[src/rtl/mul_pkg.sv]
// Shared definitions for the round-robin multiplier scheduler:
// FSM encoding, default sizes and the round-robin winner search.
package mul_pkg;

   localparam int MUL_WIDTH = 16;
   localparam int MUL_N_REQ = 4;
   localparam int RR_MAX    = 8;   // largest supported requester count

   typedef enum logic [1:0] {
      ST_IDLE = 2'd0,
      ST_RUN  = 2'd1,
      ST_DONE = 2'd2
   } mul_state_e;

   // First set bit of valid, scanning ptr, ptr+1, ... modulo n.
   // Returns 0 when nothing is valid (caller qualifies with |valid).
   function automatic int rr_pick(input logic [RR_MAX-1:0] valid,
                                  input int ptr,
                                  input int n = MUL_N_REQ);
      int  pick;
      int  idx;
      bit  found;
      pick  = 0;
      found = 1'b0;
      for (int k = 0; k < RR_MAX; k++) begin
         if (k < n) begin
            idx = (ptr + k) % n;
            if (!found && valid[3'(idx)]) begin
               pick  = idx;
               found = 1'b1;
            end
         end
      end
      return pick;
   endfunction

endpackage

[src/rtl/mul_shift_add_core.sv]
// Shift-add multiplier core: one multiplier bit per cycle after start.
// done is high during the last step; product then already includes
// that step's partial product so the owner can capture it on that edge.
module mul_shift_add_core
   import mul_pkg::*;
#(
   parameter int WIDTH = MUL_WIDTH
) (
   input  logic               clk,
   input  logic               rst,
   input  logic               start,
   input  logic [WIDTH-1:0]   a,
   input  logic [WIDTH-1:0]   b,
   output logic               done,
   output logic [2*WIDTH-1:0] product
);

   localparam int IDX_W = $clog2(WIDTH);
   localparam int CNT_W = IDX_W + 1;

   logic [WIDTH-1:0]   a_reg;
   logic [WIDTH-1:0]   b_reg;
   logic [2*WIDTH-1:0] acc_reg;
   logic [CNT_W-1:0]   count_reg;
   logic               running_reg;
   logic [2*WIDTH-1:0] addend_next;
   logic [2*WIDTH-1:0] acc_next;

   // Partial product for the current bit and the accumulator after adding it.
   always_comb begin
      addend_next = '0;
      if (running_reg && b_reg[count_reg[IDX_W-1:0]]) begin
         addend_next = {{WIDTH{1'b0}}, a_reg} << count_reg;
      end
      acc_next = acc_reg + addend_next;
   end

   assign done    = running_reg && (count_reg == CNT_W'(WIDTH - 1));
   assign product = acc_next;

   // Operand latch on start, then accumulate one bit per cycle.
   always_ff @(posedge clk) begin
      if (rst) begin
         a_reg       <= '0;
         b_reg       <= '0;
         acc_reg     <= '0;
         count_reg   <= '0;
         running_reg <= 1'b0;
      end else if (start) begin
         a_reg       <= a;
         b_reg       <= b;
         acc_reg     <= '0;
         count_reg   <= '0;
         running_reg <= 1'b1;
      end else if (running_reg) begin
         acc_reg   <= acc_next;
         count_reg <= count_reg + CNT_W'(1);
         if (done) begin
            running_reg <= 1'b0;
         end
      end
   end

endmodule

[src/rtl/mul_rr_scheduler.sv]
// Round-robin scheduler sharing one shift-add multiplier among N_REQ
// requesters. Arbitration happens in IDLE only, so req_ready has no
// path from rsp_ready; the response is registered and held in DONE.
module mul_rr_scheduler
   import mul_pkg::*;
#(
   parameter int N_REQ = MUL_N_REQ,
   parameter int WIDTH = MUL_WIDTH,
   parameter int ID_W  = $clog2(N_REQ)
) (
   input  logic                   clk,
   input  logic                   rst,
   input  logic [N_REQ-1:0]       req_valid,
   output logic [N_REQ-1:0]       req_ready,
   input  logic [N_REQ*WIDTH-1:0] req_a,
   input  logic [N_REQ*WIDTH-1:0] req_b,
   output logic                   rsp_valid,
   input  logic                   rsp_ready,
   output logic [2*WIDTH-1:0]     rsp_data,
   output logic [ID_W-1:0]        rsp_id,
   output logic                   busy
);

   mul_state_e         state_reg;
   logic [ID_W-1:0]    rr_ptr_reg;
   logic [ID_W-1:0]    id_reg;
   logic               rsp_valid_reg;
   logic [2*WIDTH-1:0] rsp_data_reg;
   logic [ID_W-1:0]    rsp_id_reg;

   logic [WIDTH-1:0]   a_arr [N_REQ];
   logic [WIDTH-1:0]   b_arr [N_REQ];
   logic [RR_MAX-1:0]  valid_pad;
   logic [ID_W-1:0]    grant_next;
   logic [ID_W-1:0]    rr_ptr_next;
   logic               accept_next;
   logic               core_done;
   logic [2*WIDTH-1:0] core_product;

   genvar gi;
   generate
      for (gi = 0; gi < N_REQ; gi++) begin : g_slice
         assign a_arr[gi] = req_a[gi*WIDTH +: WIDTH];
         assign b_arr[gi] = req_b[gi*WIDTH +: WIDTH];
      end
      for (gi = 0; gi < RR_MAX; gi++) begin : g_pad
         if (gi < N_REQ) begin : g_used
            assign valid_pad[gi] = req_valid[gi];
         end else begin : g_unused
            assign valid_pad[gi] = 1'b0;
         end
      end
   endgenerate

   // Winner search and the one-hot accept, live only in IDLE outside reset.
   always_comb begin
      grant_next  = ID_W'(rr_pick(valid_pad, int'(rr_ptr_reg), N_REQ));
      accept_next = !rst && (state_reg == ST_IDLE) && (|req_valid);
      req_ready   = '0;
      if (accept_next) begin
         req_ready = N_REQ'(1) << grant_next;
      end
      rr_ptr_next = (grant_next == ID_W'(N_REQ - 1)) ? '0 : grant_next + ID_W'(1);
   end

   mul_shift_add_core #(
      .WIDTH(WIDTH)
   ) u_core (
      .clk     (clk),
      .rst     (rst),
      .start   (accept_next),
      .a       (a_arr[grant_next]),
      .b       (b_arr[grant_next]),
      .done    (core_done),
      .product (core_product)
   );

   // Scheduler FSM: accept, wait for the core, then hold the response.
   always_ff @(posedge clk) begin
      if (rst) begin
         state_reg     <= ST_IDLE;
         rr_ptr_reg    <= '0;
         id_reg        <= '0;
         rsp_valid_reg <= 1'b0;
         rsp_data_reg  <= '0;
         rsp_id_reg    <= '0;
      end else begin
         case (state_reg)
            ST_IDLE: begin
               if (accept_next) begin
                  id_reg     <= grant_next;
                  rr_ptr_reg <= rr_ptr_next;
                  state_reg  <= ST_RUN;
               end
            end
            ST_RUN: begin
               if (core_done) begin
                  rsp_data_reg  <= core_product;
                  rsp_id_reg    <= id_reg;
                  rsp_valid_reg <= 1'b1;
                  state_reg     <= ST_DONE;
               end
            end
            ST_DONE: begin
               if (rsp_ready) begin
                  rsp_valid_reg <= 1'b0;
                  state_reg     <= ST_IDLE;
               end
            end
            default: begin
               rsp_valid_reg <= 1'b0;
               state_reg     <= ST_IDLE;
            end
         endcase
      end
   end

   assign rsp_valid = rsp_valid_reg;
   assign rsp_data  = rsp_data_reg;
   assign rsp_id    = rsp_id_reg;
   assign busy      = (state_reg != ST_IDLE);

endmodule

[config.mk]
export PLATFORM = sky130hd
export DESIGN_NAME = mul_rr_scheduler
export DESIGN_NICKNAME = d
export VERILOG_FILES = /design/src/rtl/mul_pkg.sv /design/src/rtl/mul_shift_add_core.sv /design/src/rtl/mul_rr_scheduler.sv
export SDC_FILE = /design/constraint.sdc
export NUM_CORES = 1
export LEC_CHECK = 0
export ABC_AREA = 0
export BUFFER_PORTS_ARGS = -buffer_cell sky130_fd_sc_hd__buf_2
export CAP_MARGIN = 40
export CORE_UTILIZATION = 40
export CTS_BUF_LIST = sky130_fd_sc_hd__clkbuf_8
export CTS_CLUSTER_SIZE = 25
export DETAILED_ROUTE_END_ITERATION = 8
export GPL_TIMING_DRIVEN = 0
export PLACE_DENSITY = 0.72
export SLEW_MARGIN = 20
export SYNTH_ARGS = -nofsm -noshare
export SYNTH_HDL_FRONTEND = slang
export SYNTH_SLANG_ARGS = --single-unit
export TNS_END_PERCENT = 5
[constraint.sdc]
create_clock -name clk -period 5.2 [get_ports clk]
set_clock_uncertainty 0.2 [all_clocks]
set_input_delay 0.52 -clock clk [delete_from_list [all_inputs] [get_ports clk]]
set_output_delay 0.52 -clock clk [all_outputs]
set_load 0.01 [all_outputs]
==> results of run 1 <==
-- worst min-delay path by stage --
stage                      startpoint      endpoint  slack [ns]  cells past startpoint
after floorplan             id_reg[0]     rsp_id[0]        0.23                      2
after global placement    rsp_data[7]   rsp_data[7]        0.24                      2
after detailed placement  rsp_data[3]   rsp_data[3]        0.24                      2
after CTS                   rsp_ready  state_reg[1]        0.16                      4
after global routing        rsp_ready  state_reg[1]        0.19                      4
final                       rsp_ready  state_reg[1]        0.18                      4
-- worst max-delay path: stages (launching register included) --
cell      delay (ns)
dfxtp_1         0.37
buf_6           0.18
mux4_2          0.51
mux2i_1         0.20
o22a_1          0.27
nand2b_2        0.27
or3_1           0.21
nor2_1          0.06
ha_1            0.22
fa_1            0.43
a21o_1          0.24
a221oi_4        0.31
nor4b_2         0.12
o21ai_1         0.28
a21oi_1         0.23
a311oi_1        0.36
xor2_1          0.28
o22ai_1         0.10
-- per-stage QoR --
stage / utilization / hold WS (ns) / power, mW / setup WS, ns
2_1_floorplan: - / 0.232 / 1.35 / 0.767
3_3_place_gp: 0.470 / 0.240 / 1.53 / 0.0858
3_5_place_dp: 0.471 / 0.243 / 1.54 / 0.0754
4_1_cts: 0.481 / 0.163 / 2.08 / 0.0248
5_1_grt: 0.482 / 0.187 / 2.19 / 0.0103
6_report: 0.482 / 0.176 / 2.08 / 0.217
-- cell usage in the layout (no fill, tap or decap), drive strengths merged, types with 36 or more instances in the layout --
cell,netlist,layout
nand2,257,257
clkbuf,54,63
and3,39,39
ha,37,37
o21ai,36,36
buf,23,197
dfxtp,111,111
a21oi,112,112
mux2i,46,46
nor2,87,87
-- what timing repair did --
item,4_1_cts,5_1_grt
hold buffers,0,0
endpoints found under the setup margin,0,14
resized for setup,0,4
-- power groups by stage --
stage	logic [mW]	clock network, mW	registers (mW)
2_1_floorplan	0.407	0	0.938
4_1_cts	0.591	0.558	0.934
3_3_place_gp	0.582	0	0.952
6_report	0.599	0.546	0.934
3_5_place_dp	0.588	0	0.953
5_1_grt	0.661	0.586	0.941
-- cell type report --
| cell class | count | share of cell area |
|---|---|---|
| Sequential cell | 111 | 0.236 |
| Tap cell | 265 | 0.0352 |
| Clock inverter | 7 | 0.00850 |
| Clock buffer | 9 | 0.0132 |
| Multi-Input combinational cell | 872 | 0.571 |
| Timing Repair Buffer | 175 | 0.0940 |
| Buffer | 76 | 0.0340 |
| Inverter | 20 | 0.00797 |
-- layer usage --
metal  track usage  vias to the layer above
met3        0.0372                       56
met1         0.320                     3948
met2         0.426                      281
li1              -                     4188
met5             0                        -
met4        0.0946                        0
-- Yosys cell counts, types with 4 or more instances --
cell	n	area (um2)
nand3b_1	7	52.6
xor2_1	11	96.3
inv_1	17	63.8
a21oi_1	112	561
nor2b_1	9	56.3
nor3_1	15	75.1
buf_1	9	33.8
nand4_1	6	37.5
and3_1	39	244
o21ai_1	10	50.1
o21ai_0	26	130
a21o_1	19	143
a31oi_1	8	50.1
mux4_2	8	180
nor2_1	87	327
or3_1	4	25.0
a22oi_1	4	30.0
xnor2_1	17	149
buf_2	11	55.1
nand3_1	15	75.1
a211oi_1	11	82.6
and2_1	4	25.0
nand2_1	257	965
mux2i_1	46	460
ha_1	37	463
dfxtp_1	111	2220
clkbuf_1	54	203
nand2b_1	8	50.1
mux2_2	6	67.6
o22ai_1	13	81.3
nor3b_1	11	82.6
a311o_1	33	330
-- cells by family (layout without fill, tap and decap cells) --
logic type,count (synthesis),in the layout,share of synthesized area
compound gates,269,269,0.221
xor+xnor,28,28,0.0307
fa+ha+maj,38,38,0.0605
flops,111,111,0.279
mux,61,61,0.0921
simple gates,476,476,0.267
buf+inv,97,287,0.0497
==> flow_metrics.tcl, run 1 <==
set metrics [dict create \
    power_frac_clock 0.263 \
    swShare 0.342 \
    first_pass_iters 5 \
    p_leak_nw 4.11 \
    max_freq_mhz 201 \
    rsz0062_at_grt "false" \
    power_frac_seq 0.449 \
    cp-endpoint "u_core.acc_reg[30]" \
    dp_cells 1520 \
    critPathKind "flip-flop to flip-flop" \
    synth_edf_count 0 \
    area_delta_synth_final_pct 18.1 \
    root_buffer "clkbuf_8" \
    die_h_um 143 \
    cts_sinks 111 \
    syn_avg_cell_area_um2 7.39 \
    place_hpwl_um 19800 \
    worst_ep_arrival_time_ns 5.05 \
    ctsLongestPathBuffers 2 \
    postCtsSetupBuffers 0 \
    wl_um 24900 \
    hold_viol 0 \
    peakVddDrop_uv 163 \
    endpoint_kind "flip-flop" \
    fillers 2043 \
    switchingPower_mw 0.710 \
    fin_crit_ns 4.98 \
    crit_path_start "u_core.count_reg[2]" \
    r2r_slack_ns 0.22 \
    ys_types 66 \
    clock_latency_ns 0.40 \
    gr-total-overflow 0 \
    finalNonFillerCells 1535 \
    tns_ns 0 \
    wl_per_cell_um 16.2 \
    grt_max_degree 20 \
    drv_slew 0 \
    p_comb_frac 0.288 \
    drc 0 \
    fp.dieW_um 143 \
    syn_nets 1253 \
    status "complete, no violations" \
    seq_area_um2 2220 \
    wl_met3_um 1310 \
    io_buffer_count 174 \
    finalSetupViolCount 0 \
    layout-drive-gt1-share 0.183 \
    reg2reg_depth 17 \
    grt_use_total 0.251 \
    synthArstFlopShare 0 \
    tightestPinTransition_ns 0.799 \
    routed.top_layer "met4" \
    netlist_area_um2 7980 \
    layout.nets 1438 \
    cp-start-kind "flip-flop" \
    multiInputGateArea_um2 5380 \
    dpl-instance-area_um2 9200 \
    antenna_cells 0 \
    core_um2 19500 \
    cts_tree "yes" \
    worstPathMaxFanout 10 \
    r2r-end "u_core.acc_reg[30]" \
    timing.rr.start "u_core.count_reg[2]" \
    place_congestion 0.977 \
    postRouteAntennaNets 0 \
    required_ns 5.26 \
    h-tree-depth 3 \
    core.rowCount 51 \
    yosysWarnings 0 \
    cap_violations 0 \
    period_share 0.958 \
    antenna_found_initial 0 \
    final_cell_area_um2 9420 \
    drt_iter0_markers 506 \
    p_int_mw 1.37 \
    yosys_register_bits 111 \
    dieArea_um2 20500 \
    cts_made_buffers 9 \
    wirelength_met1_um 11000 \
    initial_utilization 0.409 \
    synthCells 1080 \
    route.met2.wl_um 11800 \
    vias 8473 \
    power_density_nw_per_um2 221 \
    cts.clk_slew.worst_paths_ns 0.11 \
    io_pins 175 \
    hp-class "input pin to flip-flop" \
    grt_pass1_wl_um 40200 \
    relSlewSlack 0.467 \
    grt_pass1_vias 8024 \
    synth_ff_type "dfxtp_1" \
    vias_per_cell 5.52 \
    yosysSeqAreaShare 0.279 \
]
Power figures use the tool's default switching activity.
==> run 2: changes to the inputs <==
--- a/config.mk
+++ b/config.mk
@@ -8,6 +8,7 @@
 export ABC_AREA = 0
 export BUFFER_PORTS_ARGS = -buffer_cell sky130_fd_sc_hd__buf_2
 export CAP_MARGIN = 40
+export CORE_ASPECT_RATIO = 1.2
 export CORE_UTILIZATION = 40
 export CTS_BUF_LIST = sky130_fd_sc_hd__clkbuf_8
 export CTS_CLUSTER_SIZE = 25
==> flow_metrics.tcl, run 2 (synthesis results as in run 1) <==
set metrics [dict create \
    antenna_found_initial 0 \
    fp.dieW_um 131 \
    fin_crit_ns 4.98 \
    relSlewSlack 0.437 \
    top_usage_layer "met2" \
    core_um2 19500 \
    met3_usage 0.0232 \
    power_density_nw_per_um2 225 \
    tns_ns 0 \
    hold_ws_ns 0.189 \
    vias_per_cell 5.47 \
    grtUsageMet2 0.445 \
    drt_iter0_markers 484 \
    grt_pass1_vias 7949 \
    status "complete, no violations" \
    power_frac_clock 0.273 \
    grt_use_total 0.253 \
    postRouteAntennaNets 0 \
    place_hpwl_um 20400 \
    ctsLongestPathBuffers 2 \
    max_stage_delay_ns 0.50 \
    postCtsSetupBuffers 0 \
    wl_um 25300 \
    finalSetupViolCount 0 \
    final_cell_mix "nand2_1 (257), buf_2 (184), a21oi_1 (112)" \
    peakVddDrop_uv 118 \
    cp-start-kind "flip-flop" \
    initial_utilization 0.408 \
    root_buffer "clkbuf_8" \
    p_comb_frac 0.285 \
    worst_ep_arrival_time_ns 5.07 \
    hold_viol 0 \
    max_freq_mhz 201 \
    io_pins 175 \
    first_pass_iters 7 \
    die_h_um 157 \
    critPathKind "flip-flop to flip-flop" \
    use_met1 0.301 \
    grt_max_degree 17 \
    power_frac_seq 0.442 \
    cts_tree "yes" \
    wl_per_cell_um 16.5 \
    period_share 0.957 \
    fillers 2045 \
    layout.nets 1437 \
    hp-class "input pin to flip-flop" \
    drv_slew 0 \
    io_buffer_count 174 \
    place_congestion 0.948 \
    antenna_cells 0 \
    cts_sinks 111 \
    required_ns 5.29 \
    core.rowCount 56 \
    swShare 0.328 \
    endpoint_kind "flip-flop" \
    area_delta_synth_final_pct 17.8 \
    grt_pass1_wl_um 40200 \
    p_leak_nw 4.12 \
    p_int_mw 1.42 \
    tightestPinTransition_ns 0.845 \
    layout-drive-gt1-share 0.182 \
    worstPathMaxFanout 10 \
    cap_violations 0 \
    dieArea_um2 20500 \
    cts.clk_slew.worst_paths_ns 0.10 \
    crit_chain "buf_6, mux4_2, mux2i_1, o22a_1, nand2b_2, or3_1, nor2_1, ha_1, fa_1, a21o_1, a221oi_2, nor4b_2, o21a_1, a211oi_1, o21ai_1, nor4b_1, a311o_1" \
    gr-total-overflow 0 \
    vias 8371 \
    slowest_stage "mux4_2" \
    power_mw 2.11 \
    final_cell_area_um2 9400 \
    cts_made_buffers 9 \
    final_common_cell "nand2_1" \
    clock_latency_ns 0.39 \
    switchingPower_mw 0.693 \
    drc 0 \
    h-tree-depth 3 \
    dpl-instance-area_um2 9180 \
    holdBufCountCts 0 \
]
[run 2: final timing paths]
check | depth (start not counted) | start | slack, ns | endpoint
worst max register to register | 17 | u_core.count_reg[2] | 0.22 | u_core.acc_reg[24]
worst min register to register | 2 | rsp_data[20] | 0.26 | rsp_data[20]
worst max-delay path | 17 | u_core.count_reg[2] | 0.22 | u_core.acc_reg[24]
worst min-delay path | 4 | rsp_ready | 0.19 | state_reg[1]
[run 2: cell type report]
class                           count  area [um2]  area share
Clock buffer                       10         138      0.0146
Inverter                           20        75.1     0.00799
Buffer                             76         320      0.0341
Clock inverter                      5        73.8     0.00785
Timing Repair Buffer              174         871      0.0926
Multi-Input combinational cell    872        5370       0.572
Tap cell                          261         327      0.0347
Sequential cell                   111        2220       0.237
[run 2: power groups by stage]
stage	clock network [mW]	registers [mW]	logic (mW)
after floorplan	0	0.938	0.407
after global placement	0	0.952	0.592
after detailed placement	0	0.954	0.594
after CTS	0.593	0.934	0.599
after global routing	0.629	0.941	0.664
final	0.576	0.934	0.602
[run 2: critical path, delay by kind of cell (launching register included)]
| family | cells | cell delay [ns] |
|---|---|---|
| AO/OA/AOI/OAI | 7 | 1.89 |
| AND/OR/NAND/NOR | 5 | 0.87 |
| multiplexers | 2 | 0.70 |
| adder cells (fa/ha/maj) | 2 | 0.65 |
| flip-flops | 1 | 0.37 |
| buffers and inverters | 1 | 0.18 |
[run 2: repair_timing]
item                                    4_1_cts  5_1_grt
hold endpoints to repair                      0        0
resized for setup                             0        5
endpoints found under the setup margin        0       12
[run 2: per-stage QoR]
stage	std cells	setup slack (ns)	util
after floorplan	1080	0.767	-
after detailed placement	1515	0.0595	0.469
after global routing	1529	-0.00714	0.481
after CTS	1530	0.0351	0.480
final	1529	0.225	0.481
after global placement	1515	0.0572	0.469
[run 2: per-layer routing]
metal  routed length, um  part of all wire
met3                1030             0.041
met4                1090             0.043
met5                   0                 0
met1               10600              0.42
met2               12500              0.50
==> run 3: changes to the inputs <==
==> constraint.sdc (replaced) <==
create_clock -name clk -period 5.2 [get_ports clk]
set_clock_uncertainty 0.2 [all_clocks]
set_input_delay 0.26 -clock clk [delete_from_list [all_inputs] [get_ports clk]]
set_output_delay 0.26 -clock clk [all_outputs]
set_load 0.01 [all_outputs]
==> flow_metrics.tcl, run 3 (synthesis results as in run 1) <==
set metrics [dict create \
    critPathKind "flip-flop to flip-flop" \
    fin_util 0.481 \
    postCtsSetupBuffers 0 \
    worst_ep_arrival_time_ns 5.07 \
    drv_slew 0 \
    status "complete, no violations" \
    grt_pass1_wl_um 40300 \
    layout-drive-gt1-share 0.182 \
    grt_max_degree 17 \
    final_cell_area_um2 9410 \
    hp-class "input pin to flip-flop" \
    root_buffer "clkbuf_8" \
    cap_violations 0 \
    initial_utilization 0.408 \
    core.rowCount 56 \
    core_um2 19500 \
    fin_ws_ns 0.220 \
    h-tree-depth 3 \
    io_buffer_count 174 \
    fillers 2044 \
    cts.clk_slew.worst_paths_ns 0.10 \
    ctsLongestPathBuffers 2 \
    dpl-instance-area_um2 9180 \
    drc 0 \
    period_share 0.958 \
    place_congestion 0.948 \
    worstPathMaxFanout 10 \
    final_common_cell "nand2_1" \
    p_leak_nw 4.12 \
    endpoint_kind "flip-flop" \
    dieArea_um2 20500 \
    relSlewSlack 0.437 \
    postRouteAntennaNets 0 \
    wl_um 25300 \
    power_mw 2.12 \
    grt_use_total 0.253 \
    wl_per_cell_um 16.5 \
    antenna_found_initial 0 \
    hold_viol 0 \
    drt_iter0_markers 454 \
    vias_per_cell 5.47 \
    area_delta_synth_final_pct 18.0 \
    hold_ws_ns 0.0403 \
    place_hpwl_um 20400 \
    io_pins 175 \
    power_density_nw_per_um2 225 \
    fin_crit_ns 4.98 \
    fp.dieW_um 131 \
    cts_sinks 111 \
    first_pass_iters 5 \
    cts_tree "yes" \
    layout.nets 1438 \
    gr-total-overflow 0 \
    max_freq_mhz 201 \
    post-place-ws_ns 0.0595 \
    grt_pass1_vias 7955 \
    final_cell_mix "nand2_1 (257), buf_2 (184), a21oi_1 (112)" \
    die_h_um 157 \
    vias 8365 \
    cp-start-kind "flip-flop" \
    antenna_cells 0 \
    required_ns 5.29 \
    cts_made_buffers 9 \
    clock_latency_ns 0.39 \
    tightestPinTransition_ns 0.844 \
    peakVddDrop_uv 118 \
    finalSetupViolCount 0 \
]
## run 3: final cells by class
| class | count | area [um2] | share of cell area |
|---|---|---|---|
| multi-input cells | 872 | 5370 | 0.571 |
| flip-flops and latches | 111 | 2220 | 0.236 |
| repair buffers | 175 | 881 | 0.0936 |
| well taps | 261 | 327 | 0.0347 |
| plain buffers | 76 | 320 | 0.0340 |
| clock buffers | 10 | 138 | 0.0146 |
| inverters | 20 | 75.1 | 0.00798 |
| clock inverters | 5 | 73.8 | 0.00784 |
## run 3: what timing repair did
| item | in CTS | in global routing |
|---|---|---|
| resized for setup | 0 | 5 |
| endpoints found under the hold margin | 2 | 0 |
| setup endpoints to repair | 0 | 12 |
| hold buffers | 1 | 0 |
## run 3: through the flow
| stage | setup TNS (ns) | std cells |
|---|---|---|
| after floorplan | 0 | 1080 |
| after global placement | 0 | 1515 |
| after detailed placement | 0 | 1515 |
| after CTS | 0 | 1531 |
| after global routing | -0.00714 | 1530 |
| final | 0 | 1530 |
## run 3: path summary, 6_finish.rpt
check	from	end	slack (ns)	cells after the start
hold / removal	rst	rsp_data[18]	0.04	3
hold reg to reg	rsp_data[20]	rsp_data[20]	0.26	2
setup reg to reg	u_core.count_reg[2]	u_core.acc_reg[24]	0.22	17
setup / recovery	u_core.count_reg[2]	u_core.acc_reg[24]	0.22	17
## run 3: metal layers
| metal | routed length [um] | track usage | share of wire | up-vias |
|---|---|---|---|---|
| li1 | - | - | - | 4202 |
| met1 | 10700 | 0.301 | 0.42 | 3835 |
| met2 | 12500 | 0.445 | 0.50 | 275 |
| met3 | 996 | 0.0232 | 0.039 | 53 |
| met4 | 1090 | 0.134 | 0.043 | 0 |
| met5 | 0 | 0 | 0 | - |
## run 3: power by group
group / switching [mW] / internal (mW)
registers: 0.0398 / 0.895
clock network: 0.298 / 0.279
logic: 0.358 / 0.246
## run 3: worst max-delay path, stage by stage, from the launching register on
cell      delay, ns
dfxtp_1        0.37
buf_6          0.18
mux4_2         0.50
mux2i_1        0.20
o22a_1         0.29
nand2b_2       0.27
or3_1          0.20
nor2_1         0.07
ha_1           0.22
fa_1           0.43
a21o_1         0.23
a221oi_2       0.36
nor4b_2        0.14
o21a_1         0.27
a211oi_1       0.23
o21ai_1        0.19
nor4b_1        0.20
a311o_1        0.33
